===== config.mk =====
export PLATFORM = sky130hd
export DESIGN_NAME = hs_fifo_arb_flat
export DESIGN_NICKNAME = d
export VERILOG_FILES = /design/src/rtl/hs_fifo_arb_if.sv /design/src/rtl/hs_fifo_arb.sv /design/src/flat_wrapper.sv
export SDC_FILE = /design/constraint.sdc
export NUM_CORES = 1
export LEC_CHECK = 0
export CORE_MARGIN = 2
export CORE_UTILIZATION = 44
export CTS_CLUSTER_DIAMETER = 50
export DETAILED_ROUTE_END_ITERATION = 10
export PLACE_DENSITY = 0.84
export REMOVE_ABC_BUFFERS = 1
export SETUP_SLACK_MARGIN = 0.5
export SYNTH_ARGS = -nofsm -noshare
export SYNTH_HDL_FRONTEND = slang
export SYNTH_SLANG_ARGS = --single-unit

===== constraint.sdc =====
create_clock -name clk -period 6.1 [get_ports clk]
set_clock_uncertainty 0.05 [all_clocks]
set_input_delay 1.22 -clock clk [delete_from_list [all_inputs] [get_ports clk]]
set_output_delay 1.22 -clock clk [all_outputs]
set_load 0.005 [all_outputs]

===== src/rtl/hs_fifo_arb_if.sv =====
// ============================================================================
// Module      : hs_fifo_arb_if
// Description : Bundled requester, shared-FIFO and response signals of hs_fifo_arb.
// Revision    : 1.0
// ============================================================================
`default_nettype none

interface hs_fifo_arb_if #(
  parameter int NREQ    = 4,
  parameter int DATA_WD = 4,
  parameter int ADDR_WD = 4
);
  logic [NREQ-1:0]         req_valid;
  logic [NREQ-1:0]         req_cmd;
  logic [NREQ*ADDR_WD-1:0] req_addr;
  logic [NREQ*DATA_WD-1:0] req_data;
  logic [NREQ-1:0]         req_ready;

  logic                    m_valid;
  logic                    m_cmd;
  logic [ADDR_WD-1:0]      m_addr;
  logic [DATA_WD-1:0]      m_data;
  logic                    m_ready;

  logic                    s_valid;
  logic [DATA_WD-1:0]      s_data;
  logic                    s_ready;

  logic [NREQ-1:0]         rsp_valid;
  logic [DATA_WD-1:0]      rsp_data;
  logic [NREQ-1:0]         rsp_ready;

  modport slave (
    input  req_valid, req_cmd, req_addr, req_data, m_ready, s_valid, s_data, rsp_ready,
    output req_ready, m_valid, m_cmd, m_addr, m_data, s_ready, rsp_valid, rsp_data
  );

  modport master (
    output req_valid, req_cmd, req_addr, req_data, m_ready, s_valid, s_data, rsp_ready,
    input  req_ready, m_valid, m_cmd, m_addr, m_data, s_ready, rsp_valid, rsp_data
  );
endinterface

`default_nettype wire


===== src/rtl/hs_fifo_arb.sv =====
// ============================================================================
// Module      : hs_fifo_arb
// Description : Round-robin arbiter sharing one handshake FIFO port, with an
//               in-order tag queue routing read data back to its requester.
// Revision    : 1.0
// ============================================================================
`default_nettype none

module hs_fifo_arb #(
  parameter int NREQ      = 4,
  parameter int DATA_WD   = 4,
  parameter int ADDR_WD   = 4,
  parameter int TAG_DEPTH = 4
) (
  input  wire logic     clk,
  input  wire logic     rstn,
  hs_fifo_arb_if.slave  bus
);

  localparam int c_IDW = $clog2(NREQ);
  localparam int c_TAW = $clog2(TAG_DEPTH);

  typedef enum logic [0:0] {
    ST_IDLE = 1'b0,
    ST_LOCK = 1'b1
  } state_t;

  state_t             r_state;
  logic [c_IDW-1:0]   r_rr_ptr;
  logic [c_IDW-1:0]   r_lock_id;
  logic [c_TAW:0]     r_wptr;
  logic [c_TAW:0]     r_rptr;
  logic [c_IDW-1:0]   r_tag_mem [TAG_DEPTH];

  logic               w_tag_full;
  logic               w_tag_empty;
  logic [NREQ-1:0]    w_elig;
  logic               w_found;
  logic [c_IDW-1:0]   w_win;
  logic [c_IDW-1:0]   w_idx;
  logic [c_IDW-1:0]   w_gnt;
  logic [c_IDW-1:0]   w_head;
  logic               w_fire;
  logic               w_push;
  logic               w_pop;

  // Full/empty come from registered pointers only, so a same-cycle pop never unblocks a read.
  assign w_tag_empty = (r_wptr == r_rptr);
  assign w_tag_full  = (r_wptr[c_TAW] != r_rptr[c_TAW]) &&
                       (r_wptr[c_TAW-1:0] == r_rptr[c_TAW-1:0]);
  assign w_elig      = bus.req_valid & (bus.req_cmd | {NREQ{~w_tag_full}});

  // Scan downward so the last hit written is the first eligible index at/after r_rr_ptr.
  always_comb begin
    w_found = 1'b0;
    w_win   = '0;
    w_idx   = '0;
    for (int k = NREQ - 1; k >= 0; k--) begin
      w_idx = c_IDW'((int'(r_rr_ptr) + k) % NREQ);
      if (w_elig[w_idx]) begin
        w_found = 1'b1;
        w_win   = w_idx;
      end
    end
  end

  assign w_gnt        = (r_state == ST_LOCK) ? r_lock_id : w_win;
  assign bus.m_valid  = (r_state == ST_LOCK) || w_found;
  assign bus.m_cmd    = bus.req_cmd[w_gnt];
  assign bus.m_addr   = bus.req_addr[w_gnt*ADDR_WD +: ADDR_WD];
  assign bus.m_data   = bus.req_data[w_gnt*DATA_WD +: DATA_WD];

  always_comb begin
    bus.req_ready        = '0;
    bus.req_ready[w_gnt] = bus.m_valid && bus.m_ready;
  end

  assign w_fire = bus.m_valid && bus.m_ready;
  assign w_push = w_fire && !bus.m_cmd;
  assign w_head = r_tag_mem[r_rptr[c_TAW-1:0]];

  assign bus.s_ready  = !w_tag_empty && bus.rsp_ready[w_head];
  assign bus.rsp_data = bus.s_data;
  assign w_pop        = bus.s_valid && bus.s_ready;

  always_comb begin
    bus.rsp_valid         = '0;
    bus.rsp_valid[w_head] = bus.s_valid && !w_tag_empty;
  end

  always_ff @(posedge clk or negedge rstn) begin
    if (!rstn) begin
      r_state   <= ST_IDLE;
      r_rr_ptr  <= '0;
      r_lock_id <= '0;
      r_wptr    <= '0;
      r_rptr    <= '0;
    end else begin
      case (r_state)
        ST_IDLE: begin
          if (bus.m_valid && !bus.m_ready) begin
            r_state   <= ST_LOCK;
            r_lock_id <= w_win;
          end
        end
        ST_LOCK: begin
          if (bus.m_ready) begin
            r_state <= ST_IDLE;
          end
        end
        default: r_state <= ST_IDLE;
      endcase

      if (w_fire) begin
        r_rr_ptr <= (w_gnt == c_IDW'(NREQ - 1)) ? '0 : w_gnt + 1'b1;
      end
      if (w_push) begin
        r_wptr <= r_wptr + 1'b1;
      end
      if (w_pop) begin
        r_rptr <= r_rptr + 1'b1;
      end
    end
  end

  always_ff @(posedge clk) begin
    if (w_push) begin
      r_tag_mem[r_wptr[c_TAW-1:0]] <= w_gnt;
    end
  end

endmodule

`default_nettype wire


===== src/flat_wrapper.sv =====
// flat-port wrapper written by rule: the top's interface ports become plain ports
module hs_fifo_arb_flat 
#(
  parameter int NREQ      = 4,
  parameter int DATA_WD   = 4,
  parameter int ADDR_WD   = 4,
  parameter int TAG_DEPTH = 4
)
  (clk, rstn, bus_req_valid, bus_req_cmd, bus_req_addr, bus_req_data, bus_m_ready, bus_s_valid, bus_s_data, bus_rsp_ready, bus_req_ready, bus_m_valid, bus_m_cmd, bus_m_addr, bus_m_data, bus_s_ready, bus_rsp_valid, bus_rsp_data);
  hs_fifo_arb_if #(.NREQ(NREQ), .DATA_WD(DATA_WD), .ADDR_WD(ADDR_WD)) bus_i ();
  input  wire logic clk;
  input  wire logic rstn;
  input wire logic [$bits(bus_i.req_valid)-1:0] bus_req_valid;
  input wire logic [$bits(bus_i.req_cmd)-1:0] bus_req_cmd;
  input wire logic [$bits(bus_i.req_addr)-1:0] bus_req_addr;
  input wire logic [$bits(bus_i.req_data)-1:0] bus_req_data;
  input wire logic [$bits(bus_i.m_ready)-1:0] bus_m_ready;
  input wire logic [$bits(bus_i.s_valid)-1:0] bus_s_valid;
  input wire logic [$bits(bus_i.s_data)-1:0] bus_s_data;
  input wire logic [$bits(bus_i.rsp_ready)-1:0] bus_rsp_ready;
  output wire logic [$bits(bus_i.req_ready)-1:0] bus_req_ready;
  output wire logic [$bits(bus_i.m_valid)-1:0] bus_m_valid;
  output wire logic [$bits(bus_i.m_cmd)-1:0] bus_m_cmd;
  output wire logic [$bits(bus_i.m_addr)-1:0] bus_m_addr;
  output wire logic [$bits(bus_i.m_data)-1:0] bus_m_data;
  output wire logic [$bits(bus_i.s_ready)-1:0] bus_s_ready;
  output wire logic [$bits(bus_i.rsp_valid)-1:0] bus_rsp_valid;
  output wire logic [$bits(bus_i.rsp_data)-1:0] bus_rsp_data;
  assign bus_i.req_valid = bus_req_valid;
  assign bus_i.req_cmd = bus_req_cmd;
  assign bus_i.req_addr = bus_req_addr;
  assign bus_i.req_data = bus_req_data;
  assign bus_i.m_ready = bus_m_ready;
  assign bus_i.s_valid = bus_s_valid;
  assign bus_i.s_data = bus_s_data;
  assign bus_i.rsp_ready = bus_rsp_ready;
  assign bus_req_ready = bus_i.req_ready;
  assign bus_m_valid = bus_i.m_valid;
  assign bus_m_cmd = bus_i.m_cmd;
  assign bus_m_addr = bus_i.m_addr;
  assign bus_m_data = bus_i.m_data;
  assign bus_s_ready = bus_i.s_ready;
  assign bus_rsp_valid = bus_i.rsp_valid;
  assign bus_rsp_data = bus_i.rsp_data;
  hs_fifo_arb #(.NREQ(NREQ), .DATA_WD(DATA_WD), .ADDR_WD(ADDR_WD), .TAG_DEPTH(TAG_DEPTH)) u_core (.clk(clk), .rstn(rstn), .bus(bus_i));
endmodule

==> results.toml <==
[status]
status = "finished, final reports clean"

[final_layout]
final_cell_area_sq_mm = 0.00243
num-fill-cells = 295
seq_area_sq_um = 515
syn_to_final_growth_pct = 44.6
drive_gt1_share_pct = 8.89
nNetsFinal = 287
antennaDiodeCount = 0
layout_commonest_cell = "clkdlybuf4s50_1"
multiInputGateArea_sq_mm = 0.00110
final_cell_mix = "clkdlybuf4s50_1 (66), mux2i_1 (27), dfrtp_1 (11)"
final_cell_count_no_fill = 273

[clocking]
tritoncts = "yes"
cts_sinks = 19
numCtsBuffers = 3
clock_latency_ns = 0.26
path_clk_slew_ns = 0.07
htree_levels = 1
cts_root_buffer = "clkbuf_8"
clk_path_buf_depth = 2

[drt]
post_drt_wl_per_cell_um = 15.1
drc = 0
ant_nets = 0
firstDrtPassIters = 4
vias = 1506
routed_wl_mm = 4.11
avgViaCountPerCell = 5.52
drt_iter0_markers = 107

[timing]
maxSlewViolCount = 0
worst_slew_pin_slew_ns = 0.771
hold_viol = 0
period_share_pct = 89.5
fin_ws_ns = 0.643
period_needed_ns = 5.46
fin_tns_setup_ns = 0
fmax_mhz = 183
rsz0062_at_grt = "true"
finalSetupViolations = 0
slew_headroom_pct = 47.9

[synth]
synth.distinct_cells = 46
ys.flop_type = "dfrtp_1"
synth.largest_area_cell = "dfrtp_1"
ys_seq_area_share_pct = 30.7
ys_seq_elements = 19
synth_edf_count = 8
synth_top_cells_by_area = "dfrtp_1 (16%), mux2i_1 (16%), edfxtp_1 (14%)"
synth_top_cell_area_share_pct = 16.4
netlist_instances = 161
yosysWarnings = 0
synth_area_per_cell_sq_um = 10.4
synthArstFlopShare_pct = 57.9
netlist_area_sq_mm = 0.00168

[critical_path]
critical_path_required_ns = 4.83
setup.worst_path.start = "bus_req_valid[0]"
cp-start-kind = "primary input"
rr_startpoint = "u_core.r_rptr[0]"
cp-end-kind = "output port"
crit_type = "in2out"
crit_arrival_ns = 4.19
path_max_fanout = 19

[global_routing]
grt_overflow_total = 0
grt_pass1_vias = 1483
grt.busiest_layer = "met2"
grt_pass1_wl_mm = 6.82
grtUsageMet1_pct = 24.8
antenna_found_initial = 0
grtUsageTotal_pct = 20.8
grt_max_degree = 20
use_met2_pct = 36.5
gr-usage-met3_pct = 4.94

[placement]
portBuffers = 66
gp_congestion = 0.879
placed_cells = 268
placed_area_sq_mm = 0.00236
place_ws_ns = 0.480
hpwl_mm = 3.34

[die]
core_sq_mm = 0.00366
fp.dieH_um = 65.8
floorplan.initialDensity_pct = 45.9
dieArea_sq_mm = 0.00433
die_w_um = 65.8
rows = 22
ios = 75

[power_and_ir_drop]
finalPower_mw = 0.999
powerDensity_mw_per_mm2 = 411
ir_drop_uv = 191
leakage_nw = 1.03

[hold_path]
hold_class = "reg2reg"
worstHoldStart = "u_core.r_lock_id[0]"

[job]
cap_violations = 0
==> worst paths after layout <==
check | to | slack (ns) | cells after the start
max | bus_req_ready[3] | 0.64 | 11
min | u_core.r_lock_id[0] | 0.46 | 1
max reg2reg | u_core.r_rr_ptr[0] | 2.82 | 10
min reg2reg | u_core.r_lock_id[0] | 0.46 | 1
max in group asynchronous | u_core.r_rr_ptr[0] | 4.46 | 1
min in group asynchronous | u_core.r_wptr[0] | 1.22 | 1
==> cell usage after synthesis, drive strengths merged, types with 2 or more instances <==
cell and count:
mux2i 27, dfrtp 11, inv 10, and2 9, ha 9, nand2 9
edfxtp 8, buf 7, o41ai 6, xnor2 6, nor3 5, o21ai 5
a41oi 4, nand3 4, nor2 4, o21a 4, xor2 4, mux2 3
mux4 3, a21oi 2, nand4 2, nor3b 2
==> where the power goes <==
| part | switching [mW] | total [mW] | internal [mW] |
|---|---|---|---|
| sequential | 0.0580 | 0.245 | 0.187 |
| combinational | 0.333 | 0.667 | 0.333 |
| clock | 0.0419 | 0.0874 | 0.0455 |
| total | 0.433 | 0.999 | 0.566 |
==> logic make-up (layout without fill, tap and decap cells) <==
kind of cell | Yosys count | in the layout | share of synthesized area, %
muxes | 33 | 33 | 22.1
buffers and inverters | 18 | 82 | 5.28
DFF | 19 | 19 | 30.7
xor gates and xnor gates | 10 | 10 | 5.21
adders and majority gates | 9 | 9 | 6.70
AOI/OAI and AO/OA | 28 | 28 | 15.3
and+or+nand+nor | 44 | 44 | 14.7
==> timing repair <==
action / 4_1_cts / 5_1_grt
endpoints found under the hold margin: 0 / 0
setup buffers: 0 / 1
endpoints found under the setup margin: 2 / 3
resized for setup: 1 / 1
hold buffers: 0 / 0
cloned: 0 / 0
pin swaps: 0 / 1
==> cell type report <==
cell class,count,share of cell area [%]
repair buffers,68,27.8
well taps,48,2.47
clock buffers,3,1.70
clock inverters,1,0.206
multi-input cells,124,45.1
flip-flops and latches,19,21.2
inverters,10,1.54
==> per-layer routing <==
layer / wire [um] / vias to the layer above
li1: - / 735
met1: 1660 / 692
met2: 2060 / 74
met3: 333 / 5
met4: 58 / 0
met5: 0 / -
==> flip-flops by register name (all words and copies together) (netlist names) <==
name              count
u_core.r_lock_id      2
u_core.r_rptr         3
u_core.r_rr_ptr       2
u_core.r_state        1
u_core.r_tag_mem      8
u_core.r_wptr         3
==> worst max-delay path, stage by stage <==
cell and delay (ns):
clkdlybuf4s50_1 0.51, or3b_2 0.49, a41oi_4 0.28, nor2_1 0.11
o21ai_0 0.14, o21a_1 0.14, buf_4 0.28, inv_1 0.19
ha_1 0.24, and2_1 0.13, clkdlybuf4s50_1 0.45
==> stage by stage <==
| stage | util [%] | hold WS [ns] |
|---|---|---|
| detailed placement | 64.4 | 0.445 |
| CTS | 65.9 | 0.461 |
| global placement | 64.4 | 0.441 |
| floorplan | - | 0.431 |
| finish | 66.4 | 0.456 |
| global route | 66.4 | 0.501 |
(Power assumes the default switching activity.)
